===== src/rtl/pipelined_csel_adder_if.sv =====
`default_nettype none
// ============================================================================
// Module      : pipelined_csel_adder_if
// Description : Operand/result handshake bundle for pipelined_csel_adder.
//               Input side : in_valid/in_ready, A, B, Cin, sub
//               Output side: out_valid/out_ready, Sum, Cout, Ovf
//               master = producer of operands and consumer of results
//               slave  = the adder itself
// Parameters  : WIDTH - operand/result width in bits
// Revision    : 1.0 - initial release
// ============================================================================
interface pipelined_csel_adder_if #(
  parameter int WIDTH = 16
);
  logic             in_valid;
  logic             in_ready;
  logic [WIDTH-1:0] A;
  logic [WIDTH-1:0] B;
  logic             Cin;
  logic             sub;
  logic             out_valid;
  logic             out_ready;
  logic [WIDTH-1:0] Sum;
  logic             Cout;
  logic             Ovf;

  modport master (
    output in_valid, A, B, Cin, sub, out_ready,
    input  in_ready, out_valid, Sum, Cout, Ovf
  );

  modport slave (
    input  in_valid, A, B, Cin, sub, out_ready,
    output in_ready, out_valid, Sum, Cout, Ovf
  );
endinterface
`default_nettype wire


===== src/rtl/pipelined_csel_adder.sv =====
`default_nettype none
// ============================================================================
// Module      : pipelined_csel_adder
// Description : Parametrised pipelined carry-select adder/subtractor with a
//               valid/ready handshake on both sides.
//               WIDTH bits are split into SEG-bit carry-select segments that
//               are spread evenly over STAGES register stages. Inside a stage
//               the carry ripples through the segment muxes; between stages
//               the carry is registered. Latency is STAGES cycles, throughput
//               one beat per cycle.
// Ports       : Clk    - clock, rising edge
//               Reset  - synchronous, active-high; clears all stage valids
//                        and the result registers
//               bus    - pipelined_csel_adder_if.slave
//                        in_valid/in_ready/A/B/Cin/sub   operand beat
//                        out_valid/out_ready/Sum/Cout/Ovf result beat
// Parameters  : WIDTH  - operand/result width (default 16)
//               SEG    - segment width, WIDTH % SEG == 0 (default 4)
//               STAGES - pipeline depth, (WIDTH/SEG) % STAGES == 0 (default 2)
// Build macro : PIPE_ADD_SAT_EN - when defined, Sum saturates to the signed
//               max/min on overflow (Ovf/Cout still report the raw result).
// Revision    : 1.0 - initial release
// ============================================================================
module pipelined_csel_adder #(
  parameter int WIDTH  = 16,
  parameter int SEG    = 4,
  parameter int STAGES = 2
) (
  input  logic                  Clk,
  input  logic                  Reset,
  pipelined_csel_adder_if.slave bus
);

  // Segments per stage and bits handled per stage.
  localparam int c_nseg = WIDTH / SEG;
  localparam int c_sps  = c_nseg / STAGES;
  localparam int c_sw   = c_sps * SEG;

  // --------------------------------------------------------------------------
  // Stage occupancy and advance logic
  // --------------------------------------------------------------------------
  logic [STAGES-1:0] r_valid;
  logic [STAGES-1:0] w_adv;

  // A stage may take a new beat when it is empty or its content moves on
  // this cycle. Evaluated from the output end backwards so a bubble anywhere
  // in the pipe lets the stages behind it close up.
  always_comb begin
    logic v_next_adv;
    w_adv      = '0;
    v_next_adv = bus.out_ready;
    for (int i = STAGES - 1; i >= 0; i--) begin
      v_next_adv = !r_valid[i] || v_next_adv;
      w_adv[i]   = v_next_adv;
    end
  end

  assign bus.in_ready = w_adv[0] && !Reset;

  always_ff @(posedge Clk) begin
    if (Reset) begin
      r_valid <= '0;
    end else begin
      if (w_adv[0]) begin
        r_valid[0] <= bus.in_valid;
      end
      for (int i = 1; i < STAGES; i++) begin
        if (w_adv[i]) begin
          r_valid[i] <= r_valid[i-1];
        end
      end
    end
  end

  // --------------------------------------------------------------------------
  // Per-stage datapath inputs
  // Element k is what stage k works on: the full effective operands, the
  // partial sum built so far (bits above the finished segments are zero)
  // and the carry into its lowest segment.
  // --------------------------------------------------------------------------
  logic [WIDTH-1:0] w_a_in   [STAGES];
  logic [WIDTH-1:0] w_b_in   [STAGES];
  logic [WIDTH-1:0] w_sum_in [STAGES];
  logic             w_c_in   [STAGES];

  // Subtraction is A + ~B + 1; the operand inversion happens once at entry
  // so every later stage only ever adds.
  assign w_a_in[0]   = bus.A;
  assign w_b_in[0]   = bus.sub ? ~bus.B : bus.B;
  assign w_c_in[0]   = bus.sub ? 1'b1 : bus.Cin;
  assign w_sum_in[0] = '0;

  // Result registers (last stage).
  logic [WIDTH-1:0] r_out_sum;
  logic             r_out_cout;
  logic             r_out_ovf;

  assign bus.out_valid = r_valid[STAGES-1];
  assign bus.Sum       = r_out_sum;
  assign bus.Cout      = r_out_cout;
  assign bus.Ovf       = r_out_ovf;

  // --------------------------------------------------------------------------
  // Stages
  // --------------------------------------------------------------------------
  for (genvar k = 0; k < STAGES; k++) begin : g_stage
    localparam int c_lo = k * c_sw;

    logic [c_sw-1:0]  w_seg_sum;
    logic             w_cout;
    logic [WIDTH-1:0] w_sum_out;
    logic             w_load;

    // Carry-select segments: each segment forms both candidate sums up
    // front and the incoming carry only steers a mux, so the in-stage
    // critical path is one SEG-bit add plus c_sps mux levels.
    always_comb begin
      logic           v_carry;
      logic [SEG:0]   v_sum_c0;
      logic [SEG:0]   v_sum_c1;
      v_carry   = w_c_in[k];
      w_seg_sum = '0;
      for (int j = 0; j < c_sps; j++) begin
        v_sum_c0 = {1'b0, w_a_in[k][c_lo + j*SEG +: SEG]}
                 + {1'b0, w_b_in[k][c_lo + j*SEG +: SEG]};
        v_sum_c1 = {1'b0, w_a_in[k][c_lo + j*SEG +: SEG]}
                 + {1'b0, w_b_in[k][c_lo + j*SEG +: SEG]}
                 + (SEG+1)'(1);
        w_seg_sum[j*SEG +: SEG] = v_carry ? v_sum_c1[SEG-1:0] : v_sum_c0[SEG-1:0];
        v_carry                 = v_carry ? v_sum_c1[SEG]     : v_sum_c0[SEG];
      end
      w_cout = v_carry;
    end

    // Bits at and above this stage's window are still zero in w_sum_in,
    // so OR-ing the new window in is enough.
    assign w_sum_out = w_sum_in[k] | (WIDTH'(w_seg_sum) << c_lo);

    // Data registers only capture real beats; bubbles leave them untouched
    // so Sum does not wander while out_valid is low.
    if (k == 0) begin : g_load_first
      assign w_load = w_adv[k] && bus.in_valid;
    end else begin : g_load_next
      assign w_load = w_adv[k] && r_valid[k-1];
    end

    if (k < STAGES - 1) begin : g_mid
      // Skew registers: carry the untouched upper operand bits forward and
      // hold the finished lower result bits until the beat exits.
      logic [WIDTH-1:0] r_a;
      logic [WIDTH-1:0] r_b;
      logic [WIDTH-1:0] r_sum;
      logic             r_carry;

      always_ff @(posedge Clk) begin
        if (w_load) begin
          r_a     <= w_a_in[k];
          r_b     <= w_b_in[k];
          r_sum   <= w_sum_out;
          r_carry <= w_cout;
        end
      end

      assign w_a_in[k+1]   = r_a;
      assign w_b_in[k+1]   = r_b;
      assign w_sum_in[k+1] = r_sum;
      assign w_c_in[k+1]   = r_carry;
    end else begin : g_last
      logic             w_ovf;
      logic             w_a_msb;
      logic [WIDTH-1:0] w_final;

      assign w_a_msb = w_a_in[k][WIDTH-1];

      // Overflow: operands agree in sign but the raw result does not.
      assign w_ovf = (w_a_msb == w_b_in[k][WIDTH-1])
                  && (w_sum_out[WIDTH-1] != w_a_msb);

`ifdef PIPE_ADD_SAT_EN
      // Positive operands overflow upwards, negative ones downwards.
      assign w_final = !w_ovf  ? w_sum_out :
                       w_a_msb ? {1'b1, {(WIDTH-1){1'b0}}} :
                                 {1'b0, {(WIDTH-1){1'b1}}};
`else
      assign w_final = w_sum_out;
`endif

      always_ff @(posedge Clk) begin
        if (Reset) begin
          r_out_sum  <= '0;
          r_out_cout <= 1'b0;
          r_out_ovf  <= 1'b0;
        end else if (w_load) begin
          r_out_sum  <= w_final;
          r_out_cout <= w_cout;
          r_out_ovf  <= w_ovf;
        end
      end
    end
  end

endmodule
`default_nettype wire

===== src/flat_wrapper.sv =====
// flat-port wrapper written by rule: the top's interface ports become plain ports
module pipelined_csel_adder_flat 
#(
  parameter int WIDTH  = 16,
  parameter int SEG    = 4,
  parameter int STAGES = 2
)
  (Clk, Reset, bus_in_valid, bus_A, bus_B, bus_Cin, bus_sub, bus_out_ready, bus_in_ready, bus_out_valid, bus_Sum, bus_Cout, bus_Ovf);
  pipelined_csel_adder_if #(.WIDTH(WIDTH)) bus_i ();
  input  logic Clk;
  input  logic Reset;
  input wire logic [$bits(bus_i.in_valid)-1:0] bus_in_valid;
  input wire logic [$bits(bus_i.A)-1:0] bus_A;
  input wire logic [$bits(bus_i.B)-1:0] bus_B;
  input wire logic [$bits(bus_i.Cin)-1:0] bus_Cin;
  input wire logic [$bits(bus_i.sub)-1:0] bus_sub;
  input wire logic [$bits(bus_i.out_ready)-1:0] bus_out_ready;
  output wire logic [$bits(bus_i.in_ready)-1:0] bus_in_ready;
  output wire logic [$bits(bus_i.out_valid)-1:0] bus_out_valid;
  output wire logic [$bits(bus_i.Sum)-1:0] bus_Sum;
  output wire logic [$bits(bus_i.Cout)-1:0] bus_Cout;
  output wire logic [$bits(bus_i.Ovf)-1:0] bus_Ovf;
  assign bus_i.in_valid = bus_in_valid;
  assign bus_i.A = bus_A;
  assign bus_i.B = bus_B;
  assign bus_i.Cin = bus_Cin;
  assign bus_i.sub = bus_sub;
  assign bus_i.out_ready = bus_out_ready;
  assign bus_in_ready = bus_i.in_ready;
  assign bus_out_valid = bus_i.out_valid;
  assign bus_Sum = bus_i.Sum;
  assign bus_Cout = bus_i.Cout;
  assign bus_Ovf = bus_i.Ovf;
  pipelined_csel_adder #(.WIDTH(WIDTH), .SEG(SEG), .STAGES(STAGES)) u_core (.Clk(Clk), .Reset(Reset), .bus(bus_i));
endmodule

===== config.mk =====
export PLATFORM = sky130hd
export DESIGN_NAME = pipelined_csel_adder_flat
export DESIGN_NICKNAME = d
export VERILOG_FILES = /design/src/rtl/pipelined_csel_adder_if.sv /design/src/rtl/pipelined_csel_adder.sv /design/src/flat_wrapper.sv
export SDC_FILE = /design/constraint.sdc
export NUM_CORES = 1
export LEC_CHECK = 0
export ABC_AREA = 1
export BUFFER_PORTS_ARGS = -buffer_cell sky130_fd_sc_hd__buf_2
export CORE_ASPECT_RATIO = 0.6
export CORE_MARGIN = 2
export CORE_UTILIZATION = 30
export CTS_BUF_LIST = sky130_fd_sc_hd__clkbuf_8 sky130_fd_sc_hd__clkbuf_16
export DETAILED_ROUTE_END_ITERATION = 6
export MAX_ROUTING_LAYER = met4
export SYNTH_ARGS = -nofsm -noshare
export SYNTH_HDL_FRONTEND = slang
export SYNTH_SLANG_ARGS = --single-unit
export TNS_END_PERCENT = 30

===== constraint.sdc =====
create_clock -name Clk -period 5.1 [get_ports Clk]
set_input_delay 0 -clock Clk [delete_from_list [all_inputs] [get_ports Clk]]
set_output_delay 0 -clock Clk [all_outputs]
set_load 0.005 [all_outputs]

# Word level (Yosys, flattened, before mapping)
# Cells that the tools add are included.
dict set report classes {
  n_addsub 8
  eq_ne 2
  mux 10
  n_bitwise 2
  n_reduce_logical 9
}
# cell n
set ops {}
lappend ops {{$add 4x4->5} 4}
lappend ops {{$add 5x1->5 const B} 4}
lappend ops {{$mux 16} 1}
lappend ops {{$mux 4} 4}
lappend ops {{$not 16->16} 1}
lappend ops {{$or 8x16->16} 1}
lappend ops {{$mux 1} 5}
lappend ops {{$logic_and 1x1->1} 4}
lappend ops {{$logic_not 1->1} 3}
lappend ops {{$logic_or 1x1->1} 2}
lappend ops {{$eq 1x1->1} 1}
lappend ops {{$ne 1x1->1} 1}
dict set report word_totals {
  regBits 61
  inputBits 38
  out_inout_bits 20
  wordCells 40
}

# Longest topological paths before layout
dict set report depth {
  ltp_word 7
  depth_mapped 15
  ltp_nobuf 15
}

# Least setup slack after synthesis
# Ideal clock, no wire load.
dict set report synth_path {
  path_type {input port to flip-flop}
  start {in bus_sub}
  end {reg u_core.g_stage[0].g_mid.r_sum[6] (data pin)}
  setup_time_ns 0.264
  arrival_ns 2.005
  t_required_ns 4.836
  slack_ns 2.831
  path_stages 12
  n_path_buf 2
  path_cell_list {buf_6 buf_2 xor2_1 ha_1 fa_1 ha_1 nand2_1 nor2_1 a21o_1 nand2_2 nand2_1 xnor2_1}
}
dict set report synth_via {
  elab_chain_len 5
  word_cells_on_any_way 8
  classes_between {add/sub: 4; mux: 4}
}
# element line_no
set synth_rtl {}
lappend synth_rtl {{start, declared} flat_wrapper.sv:16} ;# input wire logic [$bits(bus_i.sub)-1:0] bus_sub;
lappend synth_rtl {{$mux 16} pipelined_csel_adder.sv:89} ;# assign w_b_in[0] = bus.sub ? ~bus.B : bus.B;
lappend synth_rtl {{$add 4x4->5} {pipelined_csel_adder.sv:125, pipelined_csel_adder.sv:127}}
lappend synth_rtl {{$add 5x1->5} pipelined_csel_adder.sv:128} ;# + (SEG+1)'(1);
lappend synth_rtl {{$mux 1} pipelined_csel_adder.sv:130} ;# v_carry = v_carry ? v_sum_c1[SEG] : v_sum_c0[SEG];
lappend synth_rtl {{$mux 4 (*)} pipelined_csel_adder.sv:129} ;# w_seg_sum[j*SEG +: SEG] = v_carry ? v_sum_c1[SEG-1:0] : v_sum_c0[SEG-1:0];
lappend synth_rtl {{via u_core.g_stage[0].w_seg_sum[6]} pipelined_csel_adder.sv:109} ;# logic [c_sw-1:0] w_seg_sum;
lappend synth_rtl {{end signal, assigned} pipelined_csel_adder.sv:159} ;# r_sum <= w_sum_out;
lappend synth_rtl {{end, declared} pipelined_csel_adder.sv:152} ;# logic [WIDTH-1:0] r_sum;
# The timed path passes the listed nets; every way through them passes the cells marked *.
# A chain may end at the register's enable or synchronous reset.

# Final worst setup path
dict set report layout_path {
  start {reg u_core.g_stage[0].g_mid.r_b[8]}
  end {reg u_core.r_out_ovf (netlist: u_core.bus.Ovf)}
}
dict set report layout_via {
  elab_chain_len 7
}
# element line_no
set layout_rtl {}
lappend layout_rtl {{start, declared} pipelined_csel_adder.sv:151} ;# logic [WIDTH-1:0] r_b;
lappend layout_rtl {{start signal, assigned} pipelined_csel_adder.sv:158} ;# r_b <= w_b_in[k];
lappend layout_rtl {{$add 4x4->5 (*)} {pipelined_csel_adder.sv:125, pipelined_csel_adder.sv:127}}
lappend layout_rtl {{$add 5x1->5} pipelined_csel_adder.sv:128}
lappend layout_rtl {{$mux 1 (*)} pipelined_csel_adder.sv:130}
lappend layout_rtl {{$mux 4 (*)} pipelined_csel_adder.sv:129}
lappend layout_rtl {{$or 8x16->16 (*)} pipelined_csel_adder.sv:137} ;# assign w_sum_out = w_sum_in[k] | (WIDTH'(w_seg_sum) << c_lo);
lappend layout_rtl {{$ne 1x1->1 (*)} pipelined_csel_adder.sv:177} ;# && (w_sum_out[WIDTH-1] != w_a_msb);
lappend layout_rtl {{$logic_and 1x1->1 (*)} pipelined_csel_adder.sv:177}
lappend layout_rtl {{end signal, assigned} pipelined_csel_adder.sv:196} ;# r_out_ovf <= w_ovf;
lappend layout_rtl {{end, declared} pipelined_csel_adder.sv:96} ;# logic r_out_ovf;
# Mark *: on every way between the ends. The rest lies on a longest branch, timed or not.

==> flow_summary_export.csv <==
group,metric,value,unit
yosys,synth_seq_cells,45,
yosys,syn_nets,349,
drt,dr_total_vias,2029,
worst_setup_path,path_max_fanout,6,
cells_and_area,fin_util,38.45,%
clock_network,holdBufCountCts,11,
run_status,outcome,"completed",
cells_and_area,ff_latch_area,1151,um^2
die,die_w,125.4,um
flow_run,cap_viol_max_count,0,
placed_design,placed_cell_area,3033,um^2
die,start_util,31.02,%
timing,tns,0,ps
clock_network,cts_max_level,2,
worst_setup_path,arrival,2560,ps
timing,max_slew.worst_pin.slew,968.5,ps
worst_setup_path,crit_required,5320,ps
placed_design,io_buffers,57,
timing,fin_crit,2346,ps
clock_network,clkLatencyLatePin,280,ps
cells_and_area,diodes,0,
power_and_ir_drop,p_leak,1.547,nW
die,die-area,9639,um^2
yosys,ys_warn_count,0,
clock_network,cts.clk_slew.worst_paths,60,ps
clock_network,numCtsBuffers,5,
grt,grt_pass1_vias,2038,
clock_network,postCtsSetupBuffers,0,
drt,drt.antenna.violating_nets,0,
cells_and_area,fin_nets,417,
die,coreArea,8556,um^2
yosys,synth_cells,286,
power_and_ir_drop,ir_drop,133.6,uV
placed_design,hpwl,4156,um
die,fp.dieH,76.86,um
timing,min_period_over_period,46.00,%
clock_network,cts.sinks,45,
timing,drv_slew,0,
timing,timing.fmax,426.2,MHz
yosys,synth.avg_cell_area,9.279,um^2
placed_design,gp_congestion,0.8116,
drt,routed_via_density,4.345,
cells_and_area,n_fill_cell,880,
grt,track_usage,12.11,%
cells_and_area,drive_gt1_share,21.97,%
drt,dr.first_iter.drc_count,90,
yosys,syn_area,2654,um^2
grt,antenna_found_initial,0,
power_and_ir_drop,p_total,0.001037,W
timing,rsz0062_at_grt,"no",
placed_design,placed_cells,448,
yosys,yosysSeqAreaShare,43.38,%
die,rows,26,
cells_and_area,multi_input_area,1340,um^2
timing,maxSlewHeadroom,35.36,%
drt,drcViolationCount,0,
clock_network,cts_tree,"built",
worst_setup_path,r2r_slack,2750,ps
worst_setup_path,worstSetupPathType,"flop to flop",
timing,clock_skew,5.900,ps
timing,setup_violations,0,
cells_and_area,layoutNonFillerInstCount,467,
grt,overflow,0,
drt,drt-pass1-iter-count,4,
cells_and_area,area_delta_synth_final,23.95,%
worst_hold_path,hold_path_class,"input pin to flop",
grt,grt_pass1_wl,9239,um
die,ioPinCount,58,
cells_and_area,finalInstanceArea,3289,um^2
drt,wl_per_cell,11.31,um
yosys,synthDistinctLibCells,31,
grt,grt_max_degree,26,
clock_network,cts_max_path_buffers,2,
clock_network,cts_resized,0,
worst_setup_path,end_kind,"flop",
worst_setup_path,worst_setup_path_start_kind,"flop",
timing,finalHoldViolations,0,
drt,routed_wl,5281,um
power_and_ir_drop,p_per_area,315.3,nW/um^2
clock_network,cts-root-buf,"clkbuf_16",
==> metal layers <==
metal | track usage (%) | up-vias | routed length [um]
met1 | 16.96 | 896 | 2797
li1 | - | 1071 | -
met5 | - | - | 0
met4 | 3.000 | 0 | 61
met2 | 18.16 | 56 | 2182
met3 | 2.233 | 6 | 240
==> worst max-delay path, stage by stage (launching register included) <==
cell and delay [ps]:
edfxtp_1 370, ha_1 230, inv_1 80, fa_1 430, inv_1 90, ha_1 160, nand2_2 80, nor2_4 140
nand3_2 100, nand2_4 90, nand2_4 70, nand2_2 70, nand2_1 80, nand2_1 80, nand3_1 90, a21oi_2 120
==> final cells by class <==
type                       instances  share of cell area [%]
clock buffer                       5                   3.804
inverter                          31                   3.537
tap                              112                   4.260
timing repair buffer              68                   12.02
multi-input combinational        203                   40.74
clock inverter                     3                  0.6466
sequential                        45                   34.99
==> state kept, by name, summed over array words and instances (netlist names) <==
name and cells:
u_core.bus.Sum 16, u_core.g_stage.g_mid.r_a 8, u_core.g_stage.g_mid.r_b 8, u_core.g_stage.g_mid.r_sum 8
u_core.r_valid 2, u_core.bus.Cout 1, u_core.bus.Ovf 1, u_core.g_stage.g_mid.r_carry 1
==> cells in the final DEF, fill, tap and decap left out, drive strengths merged <==
cell / netlist / layout
edfxtp: 25 / 25
nand3: 24 / 24
buf: 4 / 57
clkinv: 0 / 2
xor2: 22 / 22
a21o: 1 / 1
or2: 1 / 1
xnor2: 11 / 11
nand3b: 1 / 1
ha: 21 / 21
dlygate4sd3: 0 / 11
o21bai: 1 / 1
o221ai: 1 / 1
o211ai: 1 / 1
clkbuf: 3 / 5
nand2: 48 / 48
dfxtp: 20 / 20
inv: 31 / 32
a21oi: 13 / 13
o21ai: 17 / 17
nor2: 34 / 34
fa: 4 / 4
nor3: 3 / 3
==> Yosys cell counts (all sizes together) <==
master / count / area share (%)
edfxtp: 25 / 28
buf: 4 / 1.3
or2: 1 / 0.24
nor3: 3 / 0.57
o221ai: 1 / 0.33
nand3: 24 / 4.9
dfxtp: 20 / 15
o211ai: 1 / 0.28
nand3b: 1 / 0.28
inv: 31 / 4.4
o21bai: 1 / 0.28
clkbuf: 3 / 0.42
o21ai: 17 / 3.2
nor2: 34 / 5.7
nand2: 48 / 8.0
fa: 4 / 3.0
a21o: 1 / 0.28
ha: 21 / 9.9
xnor2: 11 / 3.6
a21oi: 13 / 2.6
xor2: 22 / 7.3
==> power breakdown <==
group / switching [W] / internal (W) / total (W) / leakage (nW)
clock network: 0.000133 / 0.000182 / 0.000315 / 0.0718
logic: 0.000155 / 0.000119 / 0.000274 / 1.07
registers: 0.0000169 / 0.000431 / 0.000448 / 0.410
total: 0.000305 / 0.000732 / 0.00104 / 1.55
==> through the flow <==
stage / hold WS, ps / setup WS, ps
5_1_grt: 30.66 / 2535
3_5_place_dp: 178.7 / 2621
2_1_floorplan: 98.87 / 2831
4_1_cts: 22.27 / 2763
6_report: 24.12 / 2754
3_3_place_gp: 180.3 / 2686
==> kinds of logic after synthesis <==
family                   Yosys count  share of synthesized area (%)
AO/OA/AOI/OAI                     34                          6.978
XOR/XNOR                          33                          10.89
adder cells (fa/ha/maj)           25                          12.92
buffers and inverters             38                          6.129
flip-flops                        45                          43.38
AND/OR/NAND/NOR                  111                          19.71
==> path summary, 6_finish.rpt <==
| path | depth (start not counted) | from | endpoint |
|---|---|---|---|
| worst min register to register | 2 | u_core.bus.Sum[0] | u_core.bus.Sum[0] |
| worst max-delay path | 15 | u_core.g_stage[0].g_mid.r_b[8] | u_core.bus.Ovf |
| worst max register to register | 15 | u_core.g_stage[0].g_mid.r_b[8] | u_core.bus.Ovf |
| worst min-delay path | 2 | bus_B[8] | u_core.g_stage[0].g_mid.r_b[8] |
Note: power is estimated with default switching activity, not from simulation.
